### config.mk
export PLATFORM = sky130hd
export DESIGN_NAME = gpio_port_flat
export DESIGN_NICKNAME = d
export VERILOG_FILES = /design/src/rtl/gpio_pkg.sv /design/src/rtl/gpio_port_if.sv /design/src/rtl/gpio_sync.sv /design/src/rtl/gpio_port.sv /design/src/flat_wrapper.sv
export SDC_FILE = /design/constraint.sdc
export NUM_CORES = 1
export LEC_CHECK = 0
export BUFFER_PORTS_ARGS = -buffer_cell sky130_fd_sc_hd__buf_2
export CAP_MARGIN = 30
export CORE_ASPECT_RATIO = 0.5
export CORE_MARGIN = 2
export CORE_UTILIZATION = 45
export CTS_CLUSTER_DIAMETER = 120
export DETAILED_ROUTE_END_ITERATION = 10
export GPL_TIMING_DRIVEN = 0
export PLACE_DENSITY = 0.64
export SETUP_SLACK_MARGIN = 0.15
export SYNTH_ARGS = -nofsm -noshare
export SYNTH_HDL_FRONTEND = slang
export SYNTH_SLANG_ARGS = --single-unit
export TNS_END_PERCENT = 100
### constraint.sdc
create_clock -name clock -period 2 [get_ports clock]
set_input_delay 0.4 -clock clock [delete_from_list [all_inputs] [get_ports clock]]
set_output_delay 0.4 -clock clock [all_outputs]
set_load 0.005 [all_outputs]
### src/rtl/gpio_pkg.sv
// gpio_pkg: register map and PCCR bit positions shared by the GPIO port.
package gpio_pkg;
    localparam logic [2:0] ADDR_PIN   = 3'd0;
    localparam logic [2:0] ADDR_DDR   = 3'd1;
    localparam logic [2:0] ADDR_PORT  = 3'd2;
    localparam logic [2:0] ADDR_PCMSK = 3'd3;
    localparam logic [2:0] ADDR_PCCR  = 3'd4;
    localparam int PCIE_BIT = 0;
    localparam int PCIF_BIT = 1;
endpackage

### src/rtl/gpio_port_if.sv
// gpio_port_if: memory-mapped bus plus pad-side signals of one GPIO port.
interface gpio_port_if #(
    parameter int WIDTH = 8
);
    logic [2:0]       bus_addr;
    logic             bus_wr_en;
    logic             bus_rd_en;
    logic [WIDTH-1:0] bus_wr_data;
    logic [WIDTH-1:0] bus_rd_data;
    logic [WIDTH-1:0] pad_in;
    logic [WIDTH-1:0] pad_out;
    logic [WIDTH-1:0] pad_oe;
    logic             irq;
    modport master (
        output bus_addr, bus_wr_en, bus_rd_en, bus_wr_data, pad_in,
        input  bus_rd_data, pad_out, pad_oe, irq
    );
    modport slave (
        input  bus_addr, bus_wr_en, bus_rd_en, bus_wr_data, pad_in,
        output bus_rd_data, pad_out, pad_oe, irq
    );
endinterface

### src/rtl/gpio_sync.sv
// gpio_sync: multi-stage flop chain bringing asynchronous pad levels into the clock domain.
module gpio_sync #(
    parameter int WIDTH  = 8,
    parameter int STAGES = 2
) (
    input  logic             clock,
    input  logic             reset,
    input  logic [WIDTH-1:0] d_i,
    output logic [WIDTH-1:0] q_o
);
    logic [STAGES-1:0][WIDTH-1:0] sync_q;
    always_ff @(posedge clock or posedge reset) begin
        if (reset) sync_q <= '0;
        else sync_q <= {sync_q[STAGES-2:0], d_i};
    end
    assign q_o = sync_q[STAGES-1];
endmodule

### src/rtl/gpio_port.sv
// gpio_port: AVR-style DDR/PORT/PIN register block with toggle-on-PIN-write
// and a maskable pin-change interrupt.
module gpio_port
    import gpio_pkg::*;
#(
    parameter int               WIDTH       = 8,
    parameter int               SYNC_STAGES = 2,
    parameter logic [WIDTH-1:0] RESET_PORT  = '0
) (
    input logic       clock,
    input logic       reset,
    gpio_port_if.slave bus
);
    logic [WIDTH-1:0] sync, prev_q, ddr_q, ddr_d, port_q, port_d, pcmsk_q, pcmsk_d;
    logic [WIDTH-1:0] rd_data_q, rd_data_d, rd_val;
    logic             pcie_q, pcie_d, pcif_q, pcif_d;
    logic             wr_pin, wr_ddr, wr_port, wr_pcmsk, wr_pccr, pcif_clr;

    gpio_sync #(.WIDTH(WIDTH), .STAGES(SYNC_STAGES)) u_sync (
        .clock (clock),
        .reset (reset),
        .d_i   (bus.pad_in),
        .q_o   (sync)
    );

    always_comb begin
        wr_pin   = bus.bus_wr_en && bus.bus_addr == ADDR_PIN;
        wr_ddr   = bus.bus_wr_en && bus.bus_addr == ADDR_DDR;
        wr_port  = bus.bus_wr_en && bus.bus_addr == ADDR_PORT;
        wr_pcmsk = bus.bus_wr_en && bus.bus_addr == ADDR_PCMSK;
        wr_pccr  = bus.bus_wr_en && bus.bus_addr == ADDR_PCCR;
        // A one-pin port has no PCIF data bit, so its flag can only clear by reset.
        pcif_clr = wr_pccr && |(bus.bus_wr_data & WIDTH'(1 << PCIF_BIT));
        port_d   = wr_pin ? port_q ^ bus.bus_wr_data : wr_port ? bus.bus_wr_data : port_q;
        ddr_d    = wr_ddr ? bus.bus_wr_data : ddr_q;
        pcmsk_d  = wr_pcmsk ? bus.bus_wr_data : pcmsk_q;
        pcie_d   = wr_pccr ? |(bus.bus_wr_data & WIDTH'(1 << PCIE_BIT)) : pcie_q;
        // A fresh masked change outranks a simultaneous write-1-to-clear.
        pcif_d   = |((sync ^ prev_q) & pcmsk_q) || (pcif_q && !pcif_clr);
        rd_val   = bus.bus_addr == ADDR_PIN   ? sync :
                   bus.bus_addr == ADDR_DDR   ? ddr_q :
                   bus.bus_addr == ADDR_PORT  ? port_q :
                   bus.bus_addr == ADDR_PCMSK ? pcmsk_q :
                   bus.bus_addr == ADDR_PCCR  ? WIDTH'((32'(pcif_q) << PCIF_BIT) | (32'(pcie_q) << PCIE_BIT)) :
                   '0;
        rd_data_d = bus.bus_rd_en ? rd_val : rd_data_q;
    end

    always_ff @(posedge clock or posedge reset) begin
        if (reset) begin
            port_q    <= RESET_PORT;
            ddr_q     <= '0;
            pcmsk_q   <= '0;
            pcie_q    <= 1'b0;
            pcif_q    <= 1'b0;
            prev_q    <= '0;
            rd_data_q <= '0;
        end else begin
            port_q    <= port_d;
            ddr_q     <= ddr_d;
            pcmsk_q   <= pcmsk_d;
            pcie_q    <= pcie_d;
            pcif_q    <= pcif_d;
            prev_q    <= sync;
            rd_data_q <= rd_data_d;
        end
    end

    assign bus.bus_rd_data = rd_data_q;
    assign bus.pad_out     = port_q;
    assign bus.pad_oe      = ddr_q;
    assign bus.irq         = pcif_q & pcie_q;
endmodule

### src/flat_wrapper.sv
// flat-port wrapper written by rule: the top's interface ports become plain ports
module gpio_port_flat import gpio_pkg::*;
#(
    parameter int               WIDTH       = 8,
    parameter int               SYNC_STAGES = 2,
    parameter logic [WIDTH-1:0] RESET_PORT  = '0
)
  (clock, reset, bus_bus_addr, bus_bus_wr_en, bus_bus_rd_en, bus_bus_wr_data, bus_pad_in, bus_bus_rd_data, bus_pad_out, bus_pad_oe, bus_irq);
  gpio_port_if #(.WIDTH(WIDTH)) bus_i ();
  input logic clock;
  input logic reset;
  input wire logic [$bits(bus_i.bus_addr)-1:0] bus_bus_addr;
  input wire logic [$bits(bus_i.bus_wr_en)-1:0] bus_bus_wr_en;
  input wire logic [$bits(bus_i.bus_rd_en)-1:0] bus_bus_rd_en;
  input wire logic [$bits(bus_i.bus_wr_data)-1:0] bus_bus_wr_data;
  input wire logic [$bits(bus_i.pad_in)-1:0] bus_pad_in;
  output wire logic [$bits(bus_i.bus_rd_data)-1:0] bus_bus_rd_data;
  output wire logic [$bits(bus_i.pad_out)-1:0] bus_pad_out;
  output wire logic [$bits(bus_i.pad_oe)-1:0] bus_pad_oe;
  output wire logic [$bits(bus_i.irq)-1:0] bus_irq;
  assign bus_i.bus_addr = bus_bus_addr;
  assign bus_i.bus_wr_en = bus_bus_wr_en;
  assign bus_i.bus_rd_en = bus_bus_rd_en;
  assign bus_i.bus_wr_data = bus_bus_wr_data;
  assign bus_i.pad_in = bus_pad_in;
  assign bus_bus_rd_data = bus_i.bus_rd_data;
  assign bus_pad_out = bus_i.pad_out;
  assign bus_pad_oe = bus_i.pad_oe;
  assign bus_irq = bus_i.irq;
  gpio_port #(.WIDTH(WIDTH), .SYNC_STAGES(SYNC_STAGES), .RESET_PORT(RESET_PORT)) u_core (.clock(clock), .reset(reset), .bus(bus_i));
endmodule
==> flow_summary.yaml, run 1 <==
status:
  run_status: "finished clean"
die:
  coreArea_sq_um: 5070
  die-area_sq_um: 6070
  num_rows: 18
  die_w_microns: 108
  die_height_microns: 56.1
  io-pin-count: 48
  start_util: 0.482
cells_and_area:
  design_area_sq_um: 2970
  fillers: 433
  final_cell_mix: "dfrtp_1 (58), buf_2 (45), a21oi_1 (12)"
  drive_gt1_frac: 0.377
  finish.utilization: 0.587
  area_delta_synth_final_pct: 21.8
  mostFrequentLayoutCell: "dfrtp_1"
  antennaDiodeCount: 0
  fin_nets: 254
  fin_cells: 306
min_path:
  min_path_type: "input pin to async pin"
routing:
  drt_iter0_drc: 61
  routed-via-count: 1585
  via_per_inst: 5.18
  remaining_drc_errors: 0
  first_pass_iters: 4
  wl_per_cell_microns: 16.6
  wirelength_mm: 5.09
  antenna_left: 0
clocking:
  root_buffer: "clkbuf_8"
  ctsHoldBuffers: 0
  cts_htree_levels: 3
  clk_pin_slew_worst_paths_ns: 0.07
  clockBufferDepth: 2
  cts_resized: 0
  insertion_delay_ns: 0.33
  cts_tree: "done"
  cts.sinks: 58
  cts_setup_buffers: 0
  cts_buffers: 9
flow_run:
  drv_cap: 0
power:
  peakVddDrop_v: 0.000406
  power.total_mw: 2.91
  pwr_density_cell_nw_per_um2: 979
  leakagePower_nw: 1.38
sta:
  fin_ws_ns: 0.581
  setup_tns_ns: 0
  fin_skew_ns: 0.00529
  slew_violations: 0
  fin_crit_ns: 1.42
  fmax_mhz: 705
  post-route-period-util: 0.709
  rsz0062_at_grt: "false"
  worstMarginPinSlew_ns: 0.541
  setup_violations: 0
  hold_ws_ns: 0.0685
  relSlewSlack: 0.639
  final_hold_viol_count: 0
setup_path:
  path_class: "flop to output port"
  end_kind: "output port"
  crit_fanout: 3
  crit_path_max_incr_delay_ns: 0.39
  arrival_ns: 1.02
  cp-start-kind: "flop"
  path_cells: "and2_1 > buf_2"
  cp_slowest_cell: "dfrtp_1"
  cp.required_ns: 1.60
logic_synthesis:
  synth_cell_types: 33
  synth_top_family_by_area: "multiplexers"
  yosys_warnings: 0
  muxShareOfSynthArea: 0.146
  synth_area_sq_um: 2440
  synth-compound-area-share: 0.105
  avgSynthCellArea_sq_um: 13.9
  syn_nets: 198
  synth_xor_area_frac: 0.0287
  synth-adder-area-share: 0
  syn_inst: 175
  seq_area_frac_synth: 0.595
  synth-simple-area-share: 0.0856
  synth-seq-cells: 58
placement:
  dp_slack_ns: 0.273
  place_inst: 290
  gp_congestion: 0.753
  dp_hpwl_mm: 3.57
  io_buffers: 44
  placed_cell_area_sq_um: 2770
grt:
  grt_usage: 0.189
  grt_antenna_before_repair: 0
  grt_start_max_net_pins: 40
  grt_pass1_wl_mm: 8.22
  grt-ovfl-total: 0
  grt_pass1_vias: 1544
## sequential cells by signal, summed over array words and instances, names as in the netlist
name / flops
u_core.bus.pad_out: 8
u_core.u_sync.sync_q: 8
u_core.pcmsk_q: 8
u_core.u_sync.q_o: 8
u_core.pcif_q: 1
u_core.bus.bus_rd_data: 8
u_core.pcie_q: 1
u_core.prev_q: 8
u_core.bus.pad_oe: 8
## final cells by class
type | instances | area [sq um] | area share
Clock buffer | 11 | 151 | 0.0509
Timing Repair Buffer | 45 | 240 | 0.0808
Multi-Input combinational cell | 102 | 891 | 0.300
Buffer | 8 | 72.6 | 0.0244
Tap cell | 70 | 87.6 | 0.0295
Inverter | 7 | 26.3 | 0.00884
Sequential cell | 58 | 1450 | 0.488
Clock inverter | 5 | 52.6 | 0.0177
## synth_stat cells, drive strengths merged
library cell | instances | area [sq um]
a221oi | 1 | 8.76
a21oi | 12 | 60.1
dfrtp | 58 | 1450
a311oi | 8 | 70.1
clkbuf | 1 | 3.75
and3b | 1 | 8.76
nor2b | 4 | 32.5
o22ai | 2 | 12.5
a211o | 2 | 17.5
and2 | 1 | 6.26
a22oi | 4 | 30.0
nand2 | 11 | 43.8
a31o | 2 | 17.5
nor3 | 1 | 5.00
inv | 7 | 26.3
xor2 | 8 | 70.1
mux2 | 17 | 221
nor3b | 1 | 18.8
mux4 | 6 | 135
nand3 | 1 | 17.5
nor2 | 10 | 37.5
a22o | 1 | 8.76
o21ai | 6 | 30.0
and2b | 1 | 7.51
nor4bb | 1 | 25.0
nand4 | 1 | 6.26
buf | 7 | 68.8
## worst paths after layout
path / startpoint / end / slack (ns) / cells past startpoint
worst max-delay path: u_core.pcie_q / bus_irq / 0.58 / 2
worst min-delay path: reset / u_core.pcmsk_q[2] / 0.07 / 2
worst max register to register: u_core.u_sync.q_o[4] / u_core.pcif_q / 0.69 / 4
worst min register to register: u_core.u_sync.sync_q[5] / u_core.u_sync.q_o[5] / 0.34 / 0
max in group asynchronous: reset / u_core.bus.bus_rd_data[0] / 1.37 / 3
min in group clock: bus_pad_in[7] / u_core.u_sync.sync_q[7] / 0.17 / 1
## kinds of logic after synthesis
kind of cell              count (synthesis)
muxes                                    23
and+or+nand+nor                          33
xor gates and xnor gates                  8
buffers and inverters                    15
DFF                                      58
AOI/OAI and AO/OA                        38
## critical path: cells and delay by family, from the launching register on
| family | cells | cell delay, ns |
|---|---|---|
| and+or+nand+nor | 1 | 0.18 |
| DFF | 1 | 0.39 |
| buffers and inverters | 1 | 0.13 |
## per-layer routing
metal / vias to the layer above / wire, microns / global-route usage
met3: 7 / 392 / 0.0714
li1: 744 / - / -
met2: 51 / 2090 / 0.243
met1: 783 / 2550 / 0.281
met4: 0 / 60 / 0.0824
met5: - / 0 / 0
## power breakdown
| part | internal (mW) | total [mW] | switching [mW] |
|---|---|---|---|
| clock network | 0.636 | 1.09 | 0.450 |
| registers | 1.31 | 1.40 | 0.0960 |
| logic | 0.235 | 0.424 | 0.189 |
| total | 2.18 | 2.91 | 0.735 |
No activity file was read; power rests on OpenSTA's default activity.
==> inputs of run 2 (changes only) <==
--- a/config.mk
+++ b/config.mk
@@ -5,6 +5,7 @@
 export SDC_FILE = /design/constraint.sdc
 export NUM_CORES = 1
 export LEC_CHECK = 0
+export ABC_AREA = 1
 export BUFFER_PORTS_ARGS = -buffer_cell sky130_fd_sc_hd__buf_2
 export CAP_MARGIN = 30
 export CORE_ASPECT_RATIO = 0.5
@@ -13,7 +14,7 @@
 export CTS_CLUSTER_DIAMETER = 120
 export DETAILED_ROUTE_END_ITERATION = 10
 export GPL_TIMING_DRIVEN = 0
-export PLACE_DENSITY = 0.64
+export PLACE_DENSITY = 0.67
 export SETUP_SLACK_MARGIN = 0.15
 export SYNTH_ARGS = -nofsm -noshare
 export SYNTH_HDL_FRONTEND = slang
==> constraint.sdc (replaced) <==
create_clock -name clock -period 1.15 [get_ports clock]
set_input_delay 0.23 -clock clock [delete_from_list [all_inputs] [get_ports clock]]
set_output_delay 0.23 -clock clock [all_outputs]
set_load 0.005 [all_outputs]
==> run 2 against run 1 <==
The run now ends with hold timing, setup timing left. Critical path type unchanged. Clock skew is 0.0024 ns lower. Wire length rose by 22%. Sequential cell count stayed put. Critical path depth increased by 1. Power up 96%. Worst setup slack got worse by 0.62 ns. Combinational power grew to 2.9 times the previous value. Clock power increased by 85%. Cell count grew 51%. First-iteration DRC count rose to 2.7 times the previous value.
==> flow_summary.yaml, run 2 <==
sta:
  final_hold_viol_count: 22
  worstMarginPinSlew_ns: 0.541
  slew_violations: 0
  fmax_mhz: 844
  hold_ws_ns: -0.0703
  fin_skew_ns: 0.00286
  rsz0062_at_grt: "true"
  fin_ws_ns: -0.0350
  setup_violations: 1
  fin_crit_ns: 1.19
  relSlewSlack: 0.638
  post-route-period-util: 1.03
routing:
  drt_iter0_drc: 164
  first_pass_iters: 5
  wirelength_mm: 6.20
  via_per_inst: 4.89
  routed-via-count: 2266
  antenna_left: 0
  remaining_drc_errors: 0
  wl_per_cell_microns: 13.4
grt:
  grt_pass1_wl_mm: 9.73
  grt_usage: 0.216
  grt_pass1_vias: 2048
  grt-ovfl-total: 0
  grt_start_max_net_pins: 37
  grt_antenna_before_repair: 0
setup_path:
  critPathLaunch: "u_core.pcif_q"
  path_class: "flop to output port"
  crit_fanout: 2
  reg2reg_from: "u_core.u_sync.q_o[2]"
  end_kind: "output port"
  cp.required_ns: 0.92
  cp-start-kind: "flop"
  arrival_ns: 0.96
logic_synthesis:
  syn_nets: 308
  synth_async_sr_flop_share: 1.00
  synth-seq-cells: 58
  yosysTopAreaCellShare: 0.587
  syn_inst: 285
  synth_cell_types: 19
  avgSynthCellArea_sq_um: 8.68
  synth-adder-area-share: 0
  synth_largest_area_cell: "dfrtp_1"
  synth_xor_area_frac: 0
  ys_top_cells_by_count: "nand2_1 (95), dfrtp_1 (58), inv_1 (31)"
  yosys-top-cells-area: "dfrtp_1 (59%), nand2_1 (14%), o21ai_1 (4.9%), inv_1 (4.7%), nor2_1 (3.6%)"
  synth-simple-area-share: 0.277
  yosys_warnings: 0
  synth_top_family_by_area: "simple AND/OR/NAND/NOR gates"
  synth-compound-area-share: 0.0708
  seq_area_frac_synth: 0.587
  muxShareOfSynthArea: 0
  synth_most_common_cell: "nand2_1"
  synthFlopType: "dfrtp_1"
  synth_edf_count: 0
  synth_area_sq_um: 2470
power:
  pwr_density_cell_nw_per_um2: 1620
  peakVddDrop_v: 0.000888
  leakagePower_nw: 1.87
die:
  die_w_microns: 109
  io-pin-count: 48
  coreArea_sq_um: 5400
  num_rows: 19
  die_height_microns: 56.4
  die-area_sq_um: 6140
  start_util: 0.458
cells_and_area:
  finish.utilization: 0.653
  area_delta_synth_final_pct: 42.4
  mostFrequentLayoutCell: "nand2_1"
  fin_nets: 408
  fillers: 439
  drive_gt1_frac: 0.344
  final_cell_mix: "nand2_1 (89), dfrtp_1 (58), buf_2 (46)"
  antennaDiodeCount: 0
  design_area_sq_um: 3520
min_path:
  min_path_type: "input pin to async pin"
clocking:
  cts_tree: "done"
  cts_htree_levels: 3
  root_buffer: "clkbuf_8"
  ctsHoldBuffers: 8
  clockBufferDepth: 2
  cts_buffers: 9
  clk_pin_slew_worst_paths_ns: 0.06
  cts.sinks: 58
  insertion_delay_ns: 0.34
status:
  run_status: "finished, violations left"
  failed_checks: "hold timing, setup timing"
flow_run:
  drv_cap: 0
placement:
  placed_cell_area_sq_um: 2870
  dp_hpwl_mm: 4.04
  io_buffers: 46
  gp_congestion: 0.802
## run 2: worst paths after layout
kind,slack [ns],cells past startpoint,endpoint
worst min register to register,0.35,0,u_core.u_sync.q_o[5]
worst min-delay path,-0.07,2,u_core.pcmsk_q[7]
worst max register to register,0.08,5,u_core.pcif_q
max in group asynchronous,0.67,3,u_core.u_sync.sync_q[1]
min in group clock,0.19,3,u_core.bus.pad_oe[5]
worst max-delay path,-0.04,3,bus_irq
## run 2: logic make-up (layout without fill, tap and decap cells)
logic type	count (synthesis)	in the layout
AO/OA/AOI/OAI	35	35
buffers and inverters	37	142
flip-flops	58	58
AND/OR/NAND/NOR	155	155
## run 2: critical path, cell delays in order (launching register included)
cell	delay, ns
dfrtp_1	0.39
nand2_1	0.08
inv_1	0.04
buf_2	0.11
## run 2: per-stage QoR
| stage | worst slack [ns] | total power [mW] | TNS, ns | instances | hold WS, ns |
|---|---|---|---|---|---|
| 2_1_floorplan | 0.0728 | 2.96 | 0 | 285 | 0.261 |
| 3_3_place_gp | -0.193 | 3.28 | -9.76 | 404 | 0.334 |
| 3_5_place_dp | -0.206 | 3.32 | -4.30 | 405 | 0.299 |
| 4_1_cts | -0.0348 | 5.60 | -0.0348 | 456 | -0.0612 |
| 5_1_grt | -0.108 | 5.98 | -0.108 | 463 | -0.0511 |
| 6_report | -0.0350 | 5.70 | -0.0350 | 463 | -0.0703 |
## run 2: metal layers
layer | track usage | share of wire | vias up
met5 | 0 | 0 | -
met4 | 0.0458 | 0.016 | 0
met3 | 0.101 | 0.064 | 12
met2 | 0.324 | 0.47 | 73
met1 | 0.289 | 0.45 | 1076
li1 | - | - | 1105
## run 2: cell type report
type | count | area (sq um) | share of cell area
buffer | 4 | 46.3 | 0.0131
clock buffer | 15 | 186 | 0.0529
clock inverter | 1 | 30.0 | 0.00852
inverter | 33 | 140 | 0.0398
multi-input combinational | 190 | 953 | 0.271
sequential | 58 | 1450 | 0.412
tap | 73 | 91.3 | 0.0259
timing repair buffer | 89 | 624 | 0.177
## run 2: power by group
group / total [mW] / switching [mW] / internal [mW] / leakage, nW
logic: 1.23 / 0.607 / 0.621 / 1.07
clock network: 2.02 / 0.778 / 1.24 / 0.110
registers: 2.45 / 0.158 / 2.29 / 0.697
## run 2: what timing repair did
item	4_1_cts	5_1_grt
endpoints found under the setup margin	27	45
resized for setup	9	23
pin swaps	12	21
buffers inserted	27	7
endpoints found under the hold margin	30	22
